===== src/rtl/video_out_stage.sv =====
// Pixel output stage: expands packed RGB, normalises sync polarity, tags line/pixel counters
// and delays everything by C_pipe cycles. Optional scanline dimming with VIDEO_OUT_SCANLINE_EN.
module video_out_stage #(
  parameter int unsigned C_r_bits    = 3,
  parameter int unsigned C_g_bits    = 3,
  parameter int unsigned C_b_bits    = 2,
  parameter int unsigned C_depth     = 8,
  parameter int unsigned C_pipe      = 2,
  parameter int unsigned C_hsync_inv = 0,
  parameter int unsigned C_vsync_inv = 0
) (
  input  logic                                   clk_pixel,
  input  logic                                   reset_n,
  input  logic [C_r_bits+C_g_bits+C_b_bits-1:0]  in_dat,
  input  logic                                   in_hsync,
  input  logic                                   in_vsync,
  input  logic                                   in_den,
`ifdef VIDEO_OUT_SCANLINE_EN
  input  logic                                   scanline_en,
`endif
  output logic [C_depth-1:0]                     out_red,
  output logic [C_depth-1:0]                     out_green,
  output logic [C_depth-1:0]                     out_blue,
  output logic                                   out_hsync,
  output logic                                   out_vsync,
  output logic                                   out_blank,
  output logic [10:0]                            out_line,
  output logic [11:0]                            out_pix,
  output logic                                   out_frame
);

  localparam int unsigned GOff = C_b_bits;
  localparam int unsigned ROff = C_g_bits + C_b_bits;

  typedef struct packed {
    logic [C_depth-1:0] r;
    logic [C_depth-1:0] g;
    logic [C_depth-1:0] b;
    logic               hsync;
    logic               vsync;
    logic               blank;
    logic               frame;
    logic [10:0]        line;
    logic [11:0]        pix;
  } sample_t;

  localparam sample_t IdleSample = '{r: '0, g: '0, b: '0, hsync: 1'b0, vsync: 1'b0,
                                     blank: 1'b1, frame: 1'b0, line: '0, pix: '0};

  sample_t     st_q    [C_pipe];
  sample_t     stage_d [C_pipe];
  sample_t     st_in;
  logic        s_h, s_v, h_rise, v_rise, frame_t;
  logic [10:0] line_q, line_t;
  logic [11:0] pix_q, pix_t, pix_d;
  logic [C_depth-1:0] exp_r, exp_g, exp_b;

  assign s_h    = in_hsync ^ C_hsync_inv[0];
  assign s_v    = in_vsync ^ C_vsync_inv[0];
  // Stage 0 holds the previous sample, so its syncs serve as the edge-detect history.
  assign h_rise = s_h & ~st_q[0].hsync;
  assign v_rise = s_v & ~st_q[0].vsync;

  // Bit replication, MSB first; a field at least C_depth wide yields its top bits.
  always_comb begin
    exp_r = '0;
    exp_g = '0;
    exp_b = '0;
    if (in_den) begin
      for (int j = 0; j < C_depth; j++) begin
        exp_r[C_depth-1-j] = in_dat[ROff + C_r_bits - 1 - (j % C_r_bits)];
        exp_g[C_depth-1-j] = in_dat[GOff + C_g_bits - 1 - (j % C_g_bits)];
        exp_b[C_depth-1-j] = in_dat[C_b_bits - 1 - (j % C_b_bits)];
      end
    end
  end

  always_comb begin
    line_t  = line_q;
    pix_t   = pix_q;
    frame_t = 1'b0;
    if (v_rise) begin
      line_t  = '0;
      pix_t   = '0;
      frame_t = 1'b1;
    end else if (h_rise) begin
      line_t = (line_q == 11'h7ff) ? line_q : line_q + 11'd1;
      pix_t  = '0;
    end
    // The pixel is tagged with pix_t; the count advances afterwards.
    pix_d = (in_den && pix_t != 12'hfff) ? pix_t + 12'd1 : pix_t;
  end

  always_comb begin
    st_in = '{r: exp_r, g: exp_g, b: exp_b, hsync: s_h, vsync: s_v, blank: ~in_den,
              frame: frame_t, line: line_t, pix: pix_t};
    stage_d[0] = st_in;
    for (int i = 1; i < C_pipe; i++) begin
      stage_d[i] = st_q[i-1];
    end
`ifdef VIDEO_OUT_SCANLINE_EN
    if (scanline_en && stage_d[C_pipe-1].line[0]) begin
      stage_d[C_pipe-1].r = stage_d[C_pipe-1].r >> 1;
      stage_d[C_pipe-1].g = stage_d[C_pipe-1].g >> 1;
      stage_d[C_pipe-1].b = stage_d[C_pipe-1].b >> 1;
    end
`endif
  end

  always_ff @(posedge clk_pixel) begin
    if (!reset_n) begin
      for (int i = 0; i < C_pipe; i++) begin
        st_q[i] <= IdleSample;
      end
      line_q <= '0;
      pix_q  <= '0;
    end else begin
      for (int i = 0; i < C_pipe; i++) begin
        st_q[i] <= stage_d[i];
      end
      line_q <= line_t;
      pix_q  <= pix_d;
    end
  end

  assign out_red   = st_q[C_pipe-1].r;
  assign out_green = st_q[C_pipe-1].g;
  assign out_blue  = st_q[C_pipe-1].b;
  assign out_hsync = st_q[C_pipe-1].hsync;
  assign out_vsync = st_q[C_pipe-1].vsync;
  assign out_blank = st_q[C_pipe-1].blank;
  assign out_frame = st_q[C_pipe-1].frame;
  assign out_line  = st_q[C_pipe-1].line;
  assign out_pix   = st_q[C_pipe-1].pix;

endmodule

===== config.mk =====
export PLATFORM = sky130hd
export DESIGN_NAME = video_out_stage
export DESIGN_NICKNAME = d
export VERILOG_FILES = /design/src/rtl/video_out_stage.sv
export SDC_FILE = /design/constraint.sdc
export NUM_CORES = 1
export LEC_CHECK = 0
export CAP_MARGIN = 20
export CORE_MARGIN = 2
export CORE_UTILIZATION = 45
export DETAILED_ROUTE_END_ITERATION = 6
export PLACE_DENSITY = 0.74
export SETUP_SLACK_MARGIN = 0.2
export SLEW_MARGIN = 20
export SYNTH_ARGS = -nofsm -noshare
export SYNTH_HDL_FRONTEND = slang
export SYNTH_SLANG_ARGS = --single-unit

===== constraint.sdc =====
create_clock -name clk_pixel -period 2.3 [get_ports clk_pixel]
set_input_delay 0.46 -clock clk_pixel [delete_from_list [all_inputs] [get_ports clk_pixel]]
set_output_delay 0.46 -clock clk_pixel [all_outputs]
set_load 0.05 [all_outputs]

# Yosys cells after proc, flatten, opt, wreduce, memory -nomap -nowiden
# Memories as Yosys holds them, arrays and structs flattened.
# Index checks and enable logic that the tools add are counted.
[totals] register_bits=23 output_inout_bits=51 ramBits=102 word_cells=29 n_memories=1
[memory_table] memory="st_q" depth=2 word_bits=51 rd=2 rd_ports_with_merged_regs=0 wr=2 line_no="50" source="sample_t st_q [C_pipe];"
[op_classes] n_eq_ne=2 n_reduce_logical=1 bitwise=7 n_mux=14 addsub=2
[op_table] op="two-way mux 51 bit" n=2
[op_table] op="two-way mux 12 bit" n=3
[op_table] op="two-way mux 11 bit" n=3
[op_table] op="two-way mux 8 bit" n=3
[op_table] op="adder 12 x 1 -> 12 bit, second input constant" n=1
[op_table] op="inequality test 12 bit, second input constant" n=1
[op_table] op="adder 11 x 1 -> 11 bit, second input constant" n=1
[op_table] op="== test 11 bit, second input constant" n=1
[op_table] op="two-way mux 1 bit" n=3
[op_table] op="inverter 1 bit" n=3
[op_table] op="AND 1 bit" n=2
[op_table] op="OR 1 bit" n=2
[op_table] op="logical AND 1 bit" n=1

# Depth between registers and ports, before layout
[depth] ltp_word=7 mapped_depth=8 depth_no_buf=7

# Worst setup path after synthesis
# Ideal clock, no wire load.
[synth_timing] path_kind="input to register" startpoint="input port in_hsync" endpoint="register pix_q[0]" setup_time_ns=0.121 required_ns=2.179 arrival_time_ns=2.185 path_slack_ns=-0.006 path_stages=8 path_cell_list="nand2b_1 > clkbuf_1 > and3_1 > ha_1 > nand2_1 > or3_1 > o21ai_0 > mux2_2"
[synth_between] elab_chain_len=6 elab_cells_between_ends=7 classes_between="1 x add/sub; 1 x eq/ne; 3 x mux; 1 x bitwise; 1 x reduce/logical"
[synth_lines] item="from (decl)" line_no="15" source="input logic in_hsync,"
[synth_lines] item="AND 1 bit (*)" line_no="61" source="assign h_rise = s_h & ~st_q[0].hsync;"
[synth_lines] item="two-way mux 12 bit (*)" line_no="86" source="end else if (h_rise) begin"
[synth_lines] item="two-way mux 12 bit (*)" line_no="82" source="if (v_rise) begin"
[synth_lines] item="via pix_t[0]" line_no="55" source="logic [11:0] pix_q, pix_t, pix_d;"
[synth_lines] item="parallel branches: the longest is 2 deep, another holds adder 12 x 1 -> 12 bit"
[synth_lines] item="two-way mux 12 bit (*)" line_no="91" source="pix_d = (in_den && pix_t != 12'hfff) ? pix_t + 12'd1 : pix_t;"
[synth_lines] item="to (signal assigned)" line_no="122" source="pix_q <= pix_d;"
[synth_lines] item="to (decl)" line_no="55"
# Mark *: on every way through the listed nets, which the timed path passes.
# A chain may end at the register's enable or synchronous reset.

==> flow_summary.toml <==
[logic_synthesis]
yosysSeqAreaShare = 0.5310
syn-num-nets = 332
yosysMostFrequentCell = "dfxtp_1"
yosysTopAreaCell = "dfxtp_1"
ys_types = 33
ys_warn_count = 0
syn_inst = 317
synth_top_flop_cell = "dfxtp_1"
synth-edff-count = 0
synth_top_area_frac = 0.5310
synth_area_leaders = "dfxtp_1, buf_4, and2_1"
synthArstFlopShare = 0
syn_avg_cell_area_um2 = 9.753
synthTopCellsByCount = "dfxtp_1, buf_4, and2_1"
synth_seq_cells = 82
netlist_area_um2 = 3092

[die]
fp-row-count = 30
boundaryPins = 64
start_util = 0.4601
die_h_um = 86.89
fp.coreArea_um2 = 6719
dieArea_um2 = 7550
fp.dieW_um = 86.89

[grt]
grtUsageTotal = 0.1534
antenna_found_initial = 0
grt_pass1_vias = 1985
grt_pass1_wl_um = 8921
grt_overflow = 0
grt_max_degree = 34

[clocking]
cts_max_path_buffers = 2
clk_pin_slew_ns = 0.07
numCtsBuffers = 9
cts_tree = "built"
htreeDepth = 3
cts_root_buf = "clkbuf_8"
cts.sinks = 82
clkLatencyLatePin_ns = 0.34

[critical_path]
critPathKind = "reg2reg"
worstRegToRegCells = 7
critPathMaxFanout = 4
regToRegStartpoint = "st_q[0][25]"
cp-start-kind = "register"
critPathSlowestCell = "or3_4"
cpLargestDelayFamily = "simple AND/OR/NAND/NOR gates"
path_buf_inv = 0
cp.required_ns = 2.53
arrival_ns = 2.24
worst-path-stages = 7
endpoint_kind = "register"
slowest_delay_ns = 0.39
crit_chain = "nand2b_4, and3_4, ha_2, nand2_2, or3_4, o211ai_1, mux2_2"
startpoint = "st_q[0][25]"

[timing]
setup_slack_ns = 0.2977
rsz0062_at_grt = "false"
tightestPinTransition_ns = 0.5190
slew_headroom = 0.6529
hold_violations = 0
clock.fmax_mhz = 499.4
min_period_ns = 2.002
clock_skew_ns = 0.006681
fin_crit_sh = 0.8706
setup_viol = 0
final_max_slew_viol_count = 0
timing.hold.ws_ns = 0.4157

[finish]
drive_above_1_share = 0.1278
fin_nets = 364
num_antenna_cells = 0
area_delta_synth_final_pct = 20.92
final_cells = 432
final_util = 0.5564
fillers = 581
stdcell_area_um2 = 3739

[place]
dp_slack_ns = -0.2509
dp_hpwl_um = 3814
numPortBuffers = 63
place_inst = 417
place_congestion = 0.8809
dpl-instance-area_um2 = 3562

[detailed_routing]
first_iter_violations = 80
detail-route-antenna-nets = 0
dr.pass1.iters = 4
viasPerCell = 4.949
drt_wl_total_um = 5366
drc = 0
avgRoutedWirePerCell_um = 12.42
vias = 2138

[power]
p_leak_nw = 1.454
p_seq_frac = 0.580
p_int_mw = 1.923
clkPwrFrac = 0.345
p_switching_mw = 0.5781
p_comb_frac = 0.075
irDropWorstVdd_mv = 0.2731
powerDensity_nw_per_um2 = 669.0
netSwitchingFraction = 0.2311

[status]
status = "completed"

[flow_run]
cap_violations = 0

[hold_path]
worstHoldPathCells = 1
holdCritPathClass = "reg2reg"
min_from = "st_q[0][24]"
[power groups by stage]
stage | clock, mW | combinational (mW) | sequential (mW)
after floorplan | 0 | 0.118 | 1.49
after global placement | 0 | 0.185 | 1.48
after detailed placement | 0 | 0.185 | 1.48
after CTS | 0.897 | 0.186 | 1.45
after global routing | 0.957 | 0.201 | 1.45
final | 0.863 | 0.187 | 1.45
[path summary, 6_finish.rpt]
kind	slack [ns]	to
max	0.30	pix_q[2]
min	0.42	st_q[0][75]
max reg2reg	0.30	pix_q[2]
min reg2reg	0.42	st_q[0][75]
[placed cells by master, fill, tap and decap left out, types with 6 or more instances in the layout]
cell type	Yosys	final
dfxtp_1	82	82
clkdlybuf4s50_1	0	61
and2_1	46	46
buf_4	47	17
nand2_1	14	13
nor2_1	12	12
a21oi_1	11	11
and3_1	11	10
clkbuf_8	0	10
nand3_1	9	9
or3_1	9	8
o21ai_0	10	8
nor3_1	7	7
inv_1	6	6
[final cells by class]
type,instances,area [um2],share of cell area
Inverter,6,22.52,0.006024
Tap cell,80,100.1,0.02677
Multi-Input combinational cell,170,1060,0.2835
Timing Repair Buffer,80,755.7,0.2021
Clock buffer,11,141.4,0.03782
Sequential cell,82,1642,0.4391
Clock inverter,3,17.52,0.004685
[layer usage]
layer | part of all wire | vias up | wire, um | track usage
met5 | 0 | - | 0 | 0
met4 | 0.024 | 0 | 128 | 0.09659
met3 | 0.062 | 10 | 332 | 0.03981
met2 | 0.44 | 72 | 2368 | 0.2311
met1 | 0.47 | 979 | 2537 | 0.1951
li1 | - | 1077 | - | -
[kinds of logic (layout without fill, tap and decap cells)]
family | count (synthesis) | count (layout) | share of synthesized area
multiplexers | 7 | 7 | 0.02428
buffers and inverters | 65 | 100 | 0.1364
flip-flops | 82 | 82 | 0.5310
XOR/XNOR | 1 | 1 | 0.002833
adder cells (fa/ha/maj) | 2 | 2 | 0.008093
AO/OA/AOI/OAI | 32 | 32 | 0.06192
AND/OR/NAND/NOR | 128 | 128 | 0.2355
[state kept, by name, indices dropped and copies added (netlist names)]
register / flops
st_q: 60
line_q: 10
pix_q: 12
[per-stage QoR]
stage	TNS [ns]	total power [mW]
3_5_place_dp	-1.184	1.669
3_3_place_gp	-0.6739	1.668
4_1_cts	0	2.534
5_1_grt	0	2.610
2_1_floorplan	0	1.609
6_report	0	2.501
[repair_timing]
item,in CTS,in global routing
pin swaps,1,0
setup buffers,1,0
setup endpoints to repair,3,6
gates resized for setup,3,2
hold endpoints to repair,0,0
hold buffers,0,0
Note: power is estimated with default switching activity, not from simulation.
